==> src/rtl/my_logic_pkg.sv <==
// Shared mode encodings, occupancy states and parameter limits for the
// bitwise lane-reduction block.
package my_logic_pkg;

  localparam int WIDTH_MIN  = 1;
  localparam int WIDTH_MAX  = 32;
  localparam int NUM_IN_MIN = 2;
  localparam int NUM_IN_MAX = 8;

  typedef enum logic [2:0] {
    MODE_AND  = 3'd0,
    MODE_OR   = 3'd1,
    MODE_XOR  = 3'd2,
    MODE_NAND = 3'd3,
    MODE_NOR  = 3'd4,
    MODE_XNOR = 3'd5
  } mode_e;

  typedef enum logic [1:0] {
    OCC_EMPTY = 2'd0,
    OCC_ONE   = 2'd1,
    OCC_FULL  = 2'd2
  } occ_e;

  // Encodings 6 and 7 are reserved and produce an error result.
  function automatic logic mode_illegal(input logic [2:0] mode);
    return (mode > 3'd5);
  endfunction

endpackage

==> src/rtl/my_reduce_lane.sv <==
// Combinational bitwise reduction across the masked operand lanes.
// Illegal modes give a zero result with err set.
module my_reduce_lane
  import my_logic_pkg::*;
#(
  parameter int WIDTH  = 8,
  parameter int NUM_IN = 4
) (
  input  logic [2:0]              mode,
  input  logic [NUM_IN-1:0]       mask,
  input  logic [NUM_IN*WIDTH-1:0] data,
  output logic [WIDTH-1:0]        result,
  output logic                    err
);

  logic [WIDTH-1:0] and_r;
  logic [WIDTH-1:0] or_r;
  logic [WIDTH-1:0] xor_r;

  // Identity values make an empty mask fall out naturally.
  always_comb begin
    and_r = '1;
    or_r  = '0;
    xor_r = '0;
    for (int i = 0; i < NUM_IN; i++) begin
      if (mask[i]) begin
        and_r = and_r & data[i*WIDTH +: WIDTH];
        or_r  = or_r  | data[i*WIDTH +: WIDTH];
        xor_r = xor_r ^ data[i*WIDTH +: WIDTH];
      end
    end
  end

  always_comb begin
    result = '0;
    err    = 1'b0;
    if (mode_illegal(mode)) begin
      err = 1'b1;
    end else begin
      case (mode_e'(mode))
        MODE_AND:  result = and_r;
        MODE_OR:   result = or_r;
        MODE_XOR:  result = xor_r;
        MODE_NAND: result = ~and_r;
        MODE_NOR:  result = ~or_r;
        MODE_XNOR: result = ~xor_r;
        default:   result = '0;
      endcase
    end
  end

endmodule

==> src/rtl/my_logic_reduce.sv <==
// Bitwise lane reduction with a valid/ready input, an output register and
// one skid register, giving a two-deep FIFO with registered in_ready.
module my_logic_reduce
  import my_logic_pkg::*;
#(
  parameter int WIDTH  = 8,
  parameter int NUM_IN = 4
) (
  input  logic                    clk,
  input  logic                    rst_n,
  input  logic                    in_valid,
  output logic                    in_ready,
  input  logic [2:0]              in_mode,
  input  logic [NUM_IN-1:0]       in_mask,
  input  logic [NUM_IN*WIDTH-1:0] in_data,
  output logic                    out_valid,
  input  logic                    out_ready,
  output logic [WIDTH-1:0]        out_data,
  output logic                    out_err
);

  if (WIDTH < WIDTH_MIN || WIDTH > WIDTH_MAX) begin : g_bad_width
    $error("my_logic_reduce: WIDTH out of range");
  end
  if (NUM_IN < NUM_IN_MIN || NUM_IN > NUM_IN_MAX) begin : g_bad_num_in
    $error("my_logic_reduce: NUM_IN out of range");
  end

  logic [WIDTH-1:0] res;
  logic             res_err;

  my_reduce_lane #(
    .WIDTH (WIDTH),
    .NUM_IN(NUM_IN)
  ) u_reduce (
    .mode  (in_mode),
    .mask  (in_mask),
    .data  (in_data),
    .result(res),
    .err   (res_err)
  );

  occ_e             state_q,     state_d;
  logic             in_ready_q,  in_ready_d;
  logic [WIDTH-1:0] out_data_q,  out_data_d;
  logic             out_err_q,   out_err_d;
  logic [WIDTH-1:0] skid_data_q, skid_data_d;
  logic             skid_err_q,  skid_err_d;

  logic accept;
  logic drain;

  assign accept = in_valid && in_ready_q;
  assign drain  = (state_q != OCC_EMPTY) && out_ready;

  always_comb begin
    state_d     = state_q;
    out_data_d  = out_data_q;
    out_err_d   = out_err_q;
    skid_data_d = skid_data_q;
    skid_err_d  = skid_err_q;
    case (state_q)
      OCC_EMPTY: begin
        if (accept) begin
          state_d    = OCC_ONE;
          out_data_d = res;
          out_err_d  = res_err;
        end
      end
      OCC_ONE: begin
        if (accept && drain) begin
          out_data_d = res;
          out_err_d  = res_err;
        end else if (accept) begin
          state_d     = OCC_FULL;
          skid_data_d = res;
          skid_err_d  = res_err;
        end else if (drain) begin
          state_d = OCC_EMPTY;
        end
      end
      OCC_FULL: begin
        // in_ready is low here, so only a drain can move data.
        if (drain) begin
          state_d    = OCC_ONE;
          out_data_d = skid_data_q;
          out_err_d  = skid_err_q;
        end
      end
      default: state_d = OCC_EMPTY;
    endcase
    in_ready_d = (state_d != OCC_FULL);
  end

  always_ff @(posedge clk or negedge rst_n) begin
    if (!rst_n) begin
      state_q     <= OCC_EMPTY;
      in_ready_q  <= 1'b0;
      out_data_q  <= '0;
      out_err_q   <= 1'b0;
      skid_data_q <= '0;
      skid_err_q  <= 1'b0;
    end else begin
      state_q     <= state_d;
      in_ready_q  <= in_ready_d;
      out_data_q  <= out_data_d;
      out_err_q   <= out_err_d;
      skid_data_q <= skid_data_d;
      skid_err_q  <= skid_err_d;
    end
  end

  assign in_ready  = in_ready_q;
  assign out_valid = (state_q != OCC_EMPTY);
  assign out_data  = out_data_q;
  assign out_err   = out_err_q;

endmodule

==> config.mk <==
export PLATFORM = sky130hd
export DESIGN_NAME = my_logic_reduce
export DESIGN_NICKNAME = d
export VERILOG_FILES = /design/src/rtl/my_logic_pkg.sv /design/src/rtl/my_reduce_lane.sv /design/src/rtl/my_logic_reduce.sv
export SDC_FILE = /design/constraint.sdc
export NUM_CORES = 1
export LEC_CHECK = 0
export ABC_AREA = 1
export BUFFER_PORTS_ARGS = -buffer_cell sky130_fd_sc_hd__buf_2
export CORE_UTILIZATION = 41
export CTS_BUF_LIST = sky130_fd_sc_hd__clkbuf_4
export DETAILED_ROUTE_END_ITERATION = 12
export GPL_TIMING_DRIVEN = 0
export PLACE_DENSITY = 0.59
export SLEW_MARGIN = 5
export SYNTH_ARGS = -nofsm -noshare
export SYNTH_HDL_FRONTEND = slang
export SYNTH_SLANG_ARGS = --single-unit
==> constraint.sdc <==
create_clock -name clk -period 1.8 [get_ports clk]
set_clock_uncertainty 0.1 [all_clocks]
set_input_delay 0.36 -clock clk [delete_from_list [all_inputs] [get_ports clk]]
set_output_delay 0.36 -clock clk [all_outputs]
set_load 0.05 [all_outputs]
# Word-level counts from Yosys, hierarchy flattened
# Cells that the tools add are included.
# word_totals
ramBits,0
mem_bits_ro,0
word_cells,68
latchBits,0
in_bits,43
out_inout_bits,11
mem_count,0
ff_bits,21
# classes
n_reduce_logical,9
n_mux,28
bitwise_logic,13
n_shift,0
n_div,0
n_addsub,0
multipliers,0
n_eq_ne,11
n_lt_le_gt_ge,1
# op_table
op,count
8-bit 2-to-1 mux,15
8-bit one-hot mux with 6 select lines,1
8-bit AND,3
8-bit inverter,3
8-bit bitwise OR,3
8-bit one-hot mux with 3 select lines,1
8-bit bitwise XOR,3
2-bit 2-to-1 mux,5
2-bit inequality test (second input constant),4
3-bit by 2-bit equality test with 1-bit output (second input constant),2
3-bit equality test (second input constant),2
2-bit one-hot mux with 3 select lines,1
1-bit 2-to-1 mux,4
4-bit AND reduction,1
3-bit by 1-bit equality test with 1-bit output (second input constant),1
3-bit > comparator (second input constant),1
1-bit logical AND,3
3-bit logical NOT,1
1-bit one-hot mux with 3 select lines,1
3-bit AND reduction,1
3-bit nonzero test,1
2-bit by 1-bit equality test with 1-bit output (second input constant),1
2-bit equality test (second input constant),1
2-bit logical NOT,1
other kinds (2),2

# Longest topological paths before layout
# Gate-level depths: netlist (run 1).
# logic_depth
depth_word,12
mapped_depth,15
ltp_nobuf,14

# Hierarchy
# A second synthesis (run 1) with hierarchy kept.
# unflattened
cells_unflattened,487
area_unflattened_um2,2642.5
# modules_own_cells
module,area_per_inst_um2,cells_per_inst,n_inst,seq_area_each_um2
my_reduce_lane,1582.8,365,1,0.0
my_logic_reduce,1059.8,122,1,525.5

# Worst setup path after synthesis (run 1)
# Ideal clock, no wire load.
# synth_timing
path_kind,register to register
startpoint,register in_ready_q (netlist: in_ready)
endpoint,register skid_data_q[4]
synth_period_minus_slack_ns,1.780
path_stages_with_launch,7
setup_ns,0.134
t_required_ns,1.566
n_path_buf,1
slack_ns,0.020
t_arrival_ns,1.546
cell_sequence,dfrtp_1 nand2_1 nor2_1 nand3_1 inv_1 clkbuf_1 o21ai_0
# synth_between
elab_chain_len,4
# synth_lines
element,line_no,source
start: declaration,my_logic_reduce.sv:44,"logic in_ready_q, in_ready_d;"
start signal: assignment,my_logic_reduce.sv:105,in_ready_q <= in_ready_d;
1-bit logical AND *,my_logic_reduce.sv:53,assign accept = in_valid && in_ready_q;
1-bit logical AND,my_logic_reduce.sv:71,if (accept && drain) begin
1-bit inverter (no source line),-,
3-bit AND reduction (no source line) *,-,
end signal: assignment,my_logic_reduce.sv:108,skid_data_q <= skid_data_d;
end: declaration,my_logic_reduce.sv:47,"logic [WIDTH-1:0] skid_data_q, skid_data_d;"
# Mark *: on every way between the ends. The rest lies on a longest branch, timed or not.
# A chain may end at the register's enable or synchronous reset.

# Final worst setup path (run 1)
# layout_timing
startpoint,register state_q[0]
endpoint,output out_valid
# layout_between
elab_chain_len,1
# layout_lines
element,line_no,source
start: declaration,my_logic_reduce.sv:43,"occ_e state_q, state_d;"
start signal: assignment,my_logic_reduce.sv:104,state_q <= state_d;
2-bit nonzero test,my_logic_reduce.sv:114,assign out_valid = (state_q != OCC_EMPTY);
end: declaration,my_logic_reduce.sv:16,"output logic out_valid,"
# No other way between the ends.

==> run metrics, run 1 <==
register area=525.5 sq um; final setup margin=approximately 0.08 ns; switch share=51.98%; Row Count=27; DP Area=approximately 2700 sq um; hold crit path type=in -> reg; Worst-Skew Late Latency=0.30 ns; reg2reg start=in_ready$_DFF_PN0_; average wire per standard cell=~11 um; fin crit share=95.63%; nets=between 500 and 600; Max Fanout on Critical Path=3; Post-Syn Area=about 2400 sq um; DP HPWL=5.126 mm; Die X=78.43 um; WL final=roughly 6.3 mm; crit path DAT=~1.3 ns; area delta synth->final=15.94%; Fill cells=about 630; Worst Tran Pin Value=roughly 0.64 ns; hold_sp=out_ready; H-tree depth=1; share of the synthesized area in the top cell type=29.00%; post-detailed-route via-to-cell ratio=between 4 and 5; Lkg Pwr=between 1.5 and 2 nW; number of DRC markers in iteration 0=between 100 and 150; Initial Util=a little over two fifths; non-filler instance count after layout=575; max_slew headroom=about 57%; number of max-cap violations=0; DRT Pass-1 Iters=4; clock transition at the registers of the reported paths=approximately 0.11 ns; Synth Warn #=0; upper clock frequency limit=~580 MHz; largest net degree at the start of global routing=22; initial antenna violation count=0; TritonCTS Sinks=21; total CTS buffers=3; Worst VDD drop=672.4 uV; top post-synthesis cells by area=nand2_1 29%, dfrtp_1 22%, inv_1 12%; Core ar.=about 5600 sq um; routability cong.=about 0.85; commonest register cell after synthesis=dfrtp_1; DIE AREA=roughly 6200 sq um; Cells after DPL=570; Port-buffer cells=50; overall power=between 0.002 and 0.003 W; CP startpoint=state_q[0]$_DFF_PN0_; first-pass GRT wire length=11.04 mm; Pint=roughly 0.0012 W; fraction of final layout cells sized beyond drive strength 1=approximately 15%; unrepaired setup endpoints after global routing=false; via count=approximately 2,800; sequential share of the synthesized area=a little over a fifth; Pwr Density=around 930 nW/um^2; minimum clock period=approximately 1.7 ns; Die H=slightly below 80 um; most common cell after layout, fill and taps aside=nand2_1; Placement Setup Slack=-0.1357 ns; Worst R2R Path Depth=7; most frequent cells in the layout=185 x nand2_1, 79 x inv_1, 56 x buf_2, 43 x nand3_1, 42 x nor2_1; antenna cells=0; CP Launch Type=flop; Mapped Nets=between 400 and 500; final hold violation count=0; Req. time, crit path=about 1.3 ns; Congestion Overflow GR=0; ANT nets after route=0; Syn Area/Cell=5.346 sq um; setup bufs post-CTS=0; area of the multi-input gates=about 1500 sq um; CTS tree=done; number of remaining DRC errors=0; Slew Viols, Final=0; outcome=completed; Finish-stage setup viols=0; fin util=about half; Clk pwr share=9.2%; hold depth=3; Synth area leader=nand2_1; critical path class=reg -> out; Post-synth EDFFs=0; Sw Pwr=0.001345 W; Total GRT Usage=a little under a quarter; I/O pin count=54; count of cell types in the netlist=24; FF+latch count, synth=21; CP Capture Type=output port; Post-Syn Instances=approximately 450; Async S/R FF share, synth=100.0%; clock tree buffer depth=2; number of global-route vias before repair=around 2,600; clock root cell=clkbuf_4; combinational share of power=60.6%; Reg power frac=30.2%; final cell area excluding filler cells=about 2800 sq um
-- synthesized netlist by cell type (2+ instances only) --
library cell and number:
a21oi_1 17, buf_2 6, buf_6 2, clkbuf_1 2
dfrtp_1 21, ha_1 8, inv_1 79, inv_2 2
nand2_1 185, nand3_1 43, nor2_1 42, nor3_2 2
nor3_4 2, o21ai_0 18, o21ai_1 10
-- metal layers --
layer,global-route usage [%],vias up,share of wire (%)
met4,2.593,0,0.36
li1,-,1488,-
met1,28.12,1227,45
met5,0,-,0
met3,2.907,2,4.9
met2,42.37,63,50
-- state kept, by name, summed over array words and instances (netlist names) --
| signal | count |
|---|---|
| in_ready | 1 |
| out_data | 8 |
| out_err | 1 |
| skid_data_q | 8 |
| skid_err_q | 1 |
| state_q | 2 |
-- per-stage QoR --
step / TNS (ns) / hold slack [ns]
floorplan: 0 / -0.03559
global placement: -0.9902 / 0.2436
detailed placement: -1.328 / 0.2489
CTS: 0 / 0.2285
global route: 0 / 0.2301
finish: 0 / 0.2364
-- cell type report --
| cell class | instances | share of cell area (%) |
|---|---|---|
| plain buffers | 12 | 2.659 |
| multi-input cells | 333 | 53.63 |
| flip-flops and latches | 21 | 18.93 |
| well taps | 72 | 3.245 |
| clock buffers | 4 | 1.082 |
| inverters | 82 | 11.09 |
| repair buffers | 51 | 9.374 |
-- repair_timing --
action	4_1_cts	5_1_grt
endpoints found under the setup margin	0	9
hold buffers	1	0
endpoints found under the hold margin	21	0
gates resized for setup	0	3
-- worst paths after layout --
| path | to | slack (ns) |
|---|---|---|
| max in group asynchronous | skid_data_q[2]$_DFFE_PN0P_ | 0.84 |
| hold / removal | in_ready$_DFF_PN0_ | 0.24 |
| setup / recovery | out_valid | 0.08 |
| min in group asynchronous | out_data[4]$_DFFE_PN0P_ | 0.43 |
| setup reg to reg | skid_data_q[4]$_DFFE_PN0P_ | 0.20 |
| hold reg to reg | out_data[0]$_DFFE_PN0P_ | 0.39 |
-- critical path, cell delays in order, from the launching register on --
cell and delay, ns:
dfrtp_1 0.41, or2_2 0.33, buf_2 0.22
-- power groups by stage --
| stage | logic (W) | registers (W) | clock network (W) |
|---|---|---|---|
| floorplan | 0.000832 | 0.00114 | 0 |
| global placement | 0.00155 | 0.000785 | 0 |
| detailed placement | 0.00157 | 0.000790 | 0 |
| CTS | 0.00158 | 0.000780 | 0.000250 |
| global route | 0.00178 | 0.000807 | 0.000272 |
| finish | 0.00157 | 0.000780 | 0.000238 |
-- kinds of logic after synthesis --
family | Yosys count | synth area share [%]
AO/OA/AOI/OAI | 49 | 10.66
buffers and inverters | 94 | 15.88
adder cells (fa/ha/maj) | 8 | 4.180
flip-flops | 21 | 21.94
AND/OR/NAND/NOR | 276 | 47.34
Note: power is estimated with default switching activity, not from simulation.
==> run 2, diff against run 1 <==
- RECOVER_POWER: default -> 50
==> run 2 against run 1 <==
Compared with the run above: first-iteration DRC count shrank 0.90%; sequential share of layout area about the same; maximum frequency about the same; utilization down 0.090 points; combinational power about the same; non-clock buffer count unchanged; design area fell by 0.18%; critical path depth unchanged; count of clock-buffer cells in the layout stayed put; setup slack about the same; via count is 0.65% lower; critical path type unchanged; largest cell class unchanged.
==> run metrics, run 2 (synthesized netlist as in run 1, its figures left out) <==
Worst R2R Path Depth=6; non-filler instance count after layout=approximately 580; first-pass GRT wire length=~11 mm; Total GRT Usage=22.59%; Lkg Pwr=1.771 nW; Max Fanout on Critical Path=3; outcome=completed; most frequent cells in the layout=185 x nand2_1, 79 x inv_1, 51 x buf_2, 43 x nand3_1, 42 x nor2_1; Fill cells=roughly 630; R2R setup slack=0.21 ns; nets=555; final hold violation count=0; largest net degree at the start of global routing=22; Cells after DPL=570; register area=approximately 530 sq um; cells along the critical path=or2_2 > buf_2; cell family with most CP delay=flip-flops; reg2reg start=in_ready$_DFF_PN0_; clock root cell=clkbuf_4; clock tree buffer depth=2; number of global-route vias before repair=about 2,600; hold_sp=out_ready; overall power=between 0.002 and 0.003 W; average wire per standard cell=about 11 um; area delta synth->final=15.73%; Finish-stage setup viols=0; DIE AREA=between 6000 and 7000 sq um; initial antenna violation count=0; CP Capture Type=output port; DP HPWL=~5 mm; post-detailed-route via-to-cell ratio=4.803; area of the multi-input gates=roughly 1500 sq um; Worst-Skew Late Latency=approximately 0.3 ns; unrepaired setup endpoints after global routing=false; H-tree depth=1; ANT nets after route=0; slowest CP cell=dfrtp_1; top layer in use=met3; Congestion Overflow GR=0; max_slew headroom=56.65%; worst r2r dst=skid_data_q[4]$_DFFE_PN0P_; critical path class=reg -> out; Initial Util=between 40% and 50%; most common cell after layout, fill and taps aside=nand2_1; TritonCTS Sinks=21; fin crit share=between 90% and 100%; Worst VDD drop=approximately 670 uV; number of remaining DRC errors=0; Worst Tran Pin Value=roughly 0.65 ns; Core ar.=approximately 5600 sq um; WL final=approximately 6.3 mm; Die X=78.43 um; CTS tree=done; fin util=roughly 50%; routability cong.=between 0.8 and 0.9; Req. time, crit path=~1.3 ns; upper clock frequency limit=approximately 580 MHz; CP Launch Type=flop; Slowest Stage Delay on Critical Path=a little over 0.4 ns; number of DRC markers in iteration 0=110; clock transition at the registers of the reported paths=0.11 ns; I/O pin count=between 50 and 60; via count=about 2,800; number of max-cap violations=0; routed wl met3=between 200 and 250 um; hold depth=3; metal2 WL=3.139 mm; Pwr Density=930.3 nW/um^2; DRT Pass-1 Iters=4; Hold Path End=in_ready$_DFF_PN0_; minimum hold slack=between 0.2 and 0.25 ns; Row Count=27; M1 wire length=between 2 and 3 mm; total CTS buffers=3; antenna cells=0; minimum clock period=between 1.5 and 2 ns; Slew Viols, Final=0; fraction of final layout cells sized beyond drive strength 1=between 10 and 15%; hold crit path type=in -> reg; Port-buffer cells=50; Die H=78.43 um; CP Buf/Inv Count=1; crit path DAT=approximately 1.3 ns
## run 2: per-stage QoR
stage	setup TNS (ns)	cell area (sq um)	setup slack (ns)
finish	0	2771	0.07838
global route	0	2771	0.01159
CTS	0	2775	0.03314
detailed placement	-1.328	2735	-0.1357
global placement	-0.9902	2735	-0.1204
floorplan	0	2395	0.02020
## run 2: where the power goes
part | internal, W | switching (W)
sequential | 0.000692 | 0.0000902
clock | 0.000101 | 0.000137
combinational | 0.000437 | 0.00112
total | 0.00123 | 0.00135
## run 2: final cells by class
cell class / instances / share of cell area (%)
clock buffer: 4 / 1.084
buffer: 12 / 2.664
timing repair buffer: 51 / 9.210
sequential: 21 / 18.96
tap: 72 / 3.251
inverter: 82 / 11.11
multi-input combinational: 333 / 53.72
## run 2: per-layer routing
| metal | up-vias | global-route usage [%] |
|---|---|---|
| met5 | - | 0 |
| met4 | 0 | 2.593 |
| met3 | 0 | 2.907 |
| met2 | 43 | 42.37 |
| met1 | 1232 | 28.12 |
| li1 | 1487 | - |
## run 2: worst reg2reg max path: stages, from the launching register on
cell and delay, ns:
dfrtp_1 0.36, nand2_1 0.08, nor2_1 0.17, nand3_1 0.15
inv_1 0.25, clkbuf_2 0.29, o21ai_0 0.11
## run 2: timing repair
item,in CTS,in global routing
hold endpoints to repair,21,0
setup endpoints to repair,0,9
hold buffers,1,0
buffers inserted,0,0
gates resized for setup,0,3
## run 2: worst max path at each step
stage                                       to  slack (ns)  cells past startpoint                 start
floorplan           skid_data_q[4]$_DFFE_PN0P_        0.02                      6    in_ready$_DFF_PN0_
global placement       out_data[7]$_DFFE_PN0P_       -0.12                     14            in_mask[0]
detailed placement     out_data[7]$_DFFE_PN0P_       -0.14                     14            in_mask[0]
CTS                 skid_data_q[4]$_DFFE_PN0P_        0.03                      6    in_ready$_DFF_PN0_
global route           out_data[1]$_DFFE_PN0P_        0.01                     11            in_mask[3]
finish                               out_valid        0.08                      2  state_q[0]$_DFF_PN0_
==> run 3, diff against run 2 <==
- ABC_AREA: 1 -> default
- CORE_MARGIN: default -> 3
- GPL_ROUTABILITY_DRIVEN: default -> 0
==> run 3 against run 2 <==
Compared with the run above: register-to-register slack lost 0.15 ns; die area rose by 9.1%; final cell count down 31%; global-route usage down 4.0 points; via count shrank 23%; routed wire length is 2.6% lower; synthesized area shrank 1.4%; count of clock-buffer cells in the layout down 1; critical path type is now reg -> reg; critical endpoint is now out_data[2]$_DFFE_PN0P_.
==> run metrics, run 3 <==
Syn Area/Cell=8.881 sq um; switch share=between 40% and 50%; DP HPWL=slightly below 5 mm; Initial Util=between 40 and 50%; Post-Syn Area=~2400 sq um; Reg power frac=between 20% and 30%; commonest register cell after synthesis=dfrtp_1; outcome=completed; M3 GR Usage=under 10%; area delta synth->final=19.81%; Die X=around 80 um; Die H=slightly above 80 um; WL final=roughly 6.1 mm; TritonCTS Sinks=21; GR Util met1=a little over a quarter; Finish-stage setup viols=0; CP Capture Type=flop; clock transition at the registers of the reported paths=about 0.12 ns; upper clock frequency limit=between 500 and 600 MHz; combinational share of power=61.5%; post-detailed-route via-to-cell ratio=roughly 5.3; antenna cells=0; top post-synthesis cells by area=dfrtp_1 22%, mux2i_1 9.7%, nor2b_1 8.7%; number of max-cap violations=0; H-tree depth=1; Sw Pwr=0.001106 W; Lkg Pwr=1.226 nW; final hold violation count=0; largest net degree at the start of global routing=22; Max Fanout on Critical Path=7; Worst-Skew Late Latency=0.30 ns; Req. time, crit path=1.92 ns; Post-Syn Instances=about 270; list of most frequent post-synthesis cells=36 x nand2_1, 33 x nor2b_1, 23 x mux2i_1; Port-buffer cells=50; most common cell after layout, fill and taps aside=buf_2; total CTS buffers=3; CP Launch Type=flop; clock root cell=clkbuf_4; non-filler instance count after layout=399; FF+latch count, synth=21; Async S/R FF share, synth=100.0%; Pint=about 0.0012 W; count of cell types in the netlist=43; most frequent cells in the layout=51 x buf_2, 36 x nand2_1, 33 x nor2b_1, 23 x mux2i_1, 19 x dfrtp_1; Mapped Nets=about 320; fin crit share=a little over nine tenths; Pwr Density=slightly above 800 nW/um^2; Worst VDD drop=around 830 uV; minimum clock period=1.742 ns; number of remaining DRC errors=0; number of DRC markers in iteration 0=55; fraction of final layout cells sized beyond drive strength 1=between 30 and 40%; max_slew headroom=60.84%; via count=between 2,000 and 2,500; number of global-route vias before repair=roughly 2,000; Worst Tran Pin Value=roughly 0.59 ns; grt peak-use layer=met2; M2 GR Usage=between 30% and 40%; ANT nets after route=0; Row Count=27; I/O pin count=54; initial antenna violation count=0; unrepaired setup endpoints after global routing=false; CTS tree=done; hold crit path type=in -> reg; Slew Viols, Final=0; first-pass GRT wire length=9.908 mm; Clk pwr share=slightly below 10%; DRT Pass-1 Iters=4; sequential share of the synthesized area=~22%; Congestion Overflow GR=0; share of the synthesized area in the top cell type=22.25%; R2R setup slack=roughly 0.058 ns; Synth area leader=dfrtp_1; Post-synth EDFFs=0; Final TNS setup=0 ns; Total GRT Usage=between 10% and 20%; clock tree buffer depth=2; Synth Warn #=0; average wire per standard cell=15.40 um; DIE AREA=6708 sq um; Cells after DPL=around 390; crit path DAT=1.87 ns; top-count cell post-synth=nand2_1; critical path class=reg -> reg; nets=379; Core ar.=~5500 sq um
[run 3: cell types whose count changed after synthesis, moves of 10 or more]
cell,change
nor2_1,-34
a21oi_1,-13
nand3_1,-43
inv_1,-67
nor2b_1,+33
o21ai_1,-10
nand2_1,-149
mux2i_1,+23
[run 3: worst paths after layout]
path / startpoint / cells after the start / to
setup reg to reg: state_q[0]$_DFF_PN0_ / 5 / out_data[2]$_DFFE_PN0P_
max in group asynchronous: rst_n / 2 / state_q[1]$_DFF_PN0_
setup / recovery: state_q[0]$_DFF_PN0_ / 5 / out_data[2]$_DFFE_PN0P_
hold reg to reg: out_err$_DFFE_PN0P_ / 2 / out_err$_DFFE_PN0P_
min in group asynchronous: rst_n / 2 / out_data[7]$_DFFE_PN0P_
hold / removal: out_ready / 2 / state_q[1]$_DFF_PN0_
[run 3: worst max-delay path: stages (launching register included)]
cell     delay [ns]
dfrtp_1        0.43
or2_4          0.27
o221a_4        0.31
nor2_4         0.21
o21ai_0        0.15
a22oi_2        0.21
[run 3: cells by family after synthesis]
group | count (synthesis) | synth area share [%]
simple gates | 110 | 26.70
buf+inv | 25 | 5.614
flops | 21 | 22.25
xor+xnor | 16 | 5.932
compound gates | 61 | 24.58
fa+ha+maj | 8 | 4.237
mux | 25 | 10.70
[run 3: per-stage QoR]
step                      area, sq um  utilization [%]  power (W)  worst slack, ns  hold WS (ns)
after floorplan                  2382                -   0.001690         -0.01246      -0.03559
after CTS                        2794            50.43   0.002292          0.02416        0.1605
after global routing             2830            51.08   0.002505         0.001973        0.1654
after detailed placement         2723            49.14   0.002013          -0.4286        0.2585
after global placement           2723            49.14   0.002001          -0.3986        0.2470
final                            2830            51.08   0.002323          0.05761        0.1759
[run 3: power groups by stage]
stage          Sequential [W]  Combinational, W  Clock [W]
5_1_grt              0.000690           0.00155   0.000264
2_1_floorplan        0.000964          0.000727          0
6_report             0.000671           0.00143   0.000224
3_5_place_dp         0.000685           0.00133          0
4_1_cts              0.000668           0.00138   0.000240
3_3_place_gp         0.000681           0.00132          0
[run 3: repair_timing]
item | CTS | global route
endpoints found under the hold margin | 21 | 0
buffers inserted | 5 | 4
endpoints found under the setup margin | 17 | 13
pin swaps | 7 | 3
hold buffers | 1 | 0
resized for setup | 7 | 8
[run 3: per-layer routing]
metal  share of wire (%)  vias to the layer above
met1                  49                      989
met4                0.37                        0
li1                    -                     1088
met3                 4.8                        2
met2                  46                       52
met5                   0                        -
[run 3: cell type report]
class                      count  area, sq um
timing repair buffer          60        327.8
multi-input combinational    220         1747
clock inverter                 1        5.005
clock buffer                   3        22.52
fill                         564         2710
buffer                        10        65.06
inverter                      12        45.04
sequential                    21        528.0
tap                           72        90.09
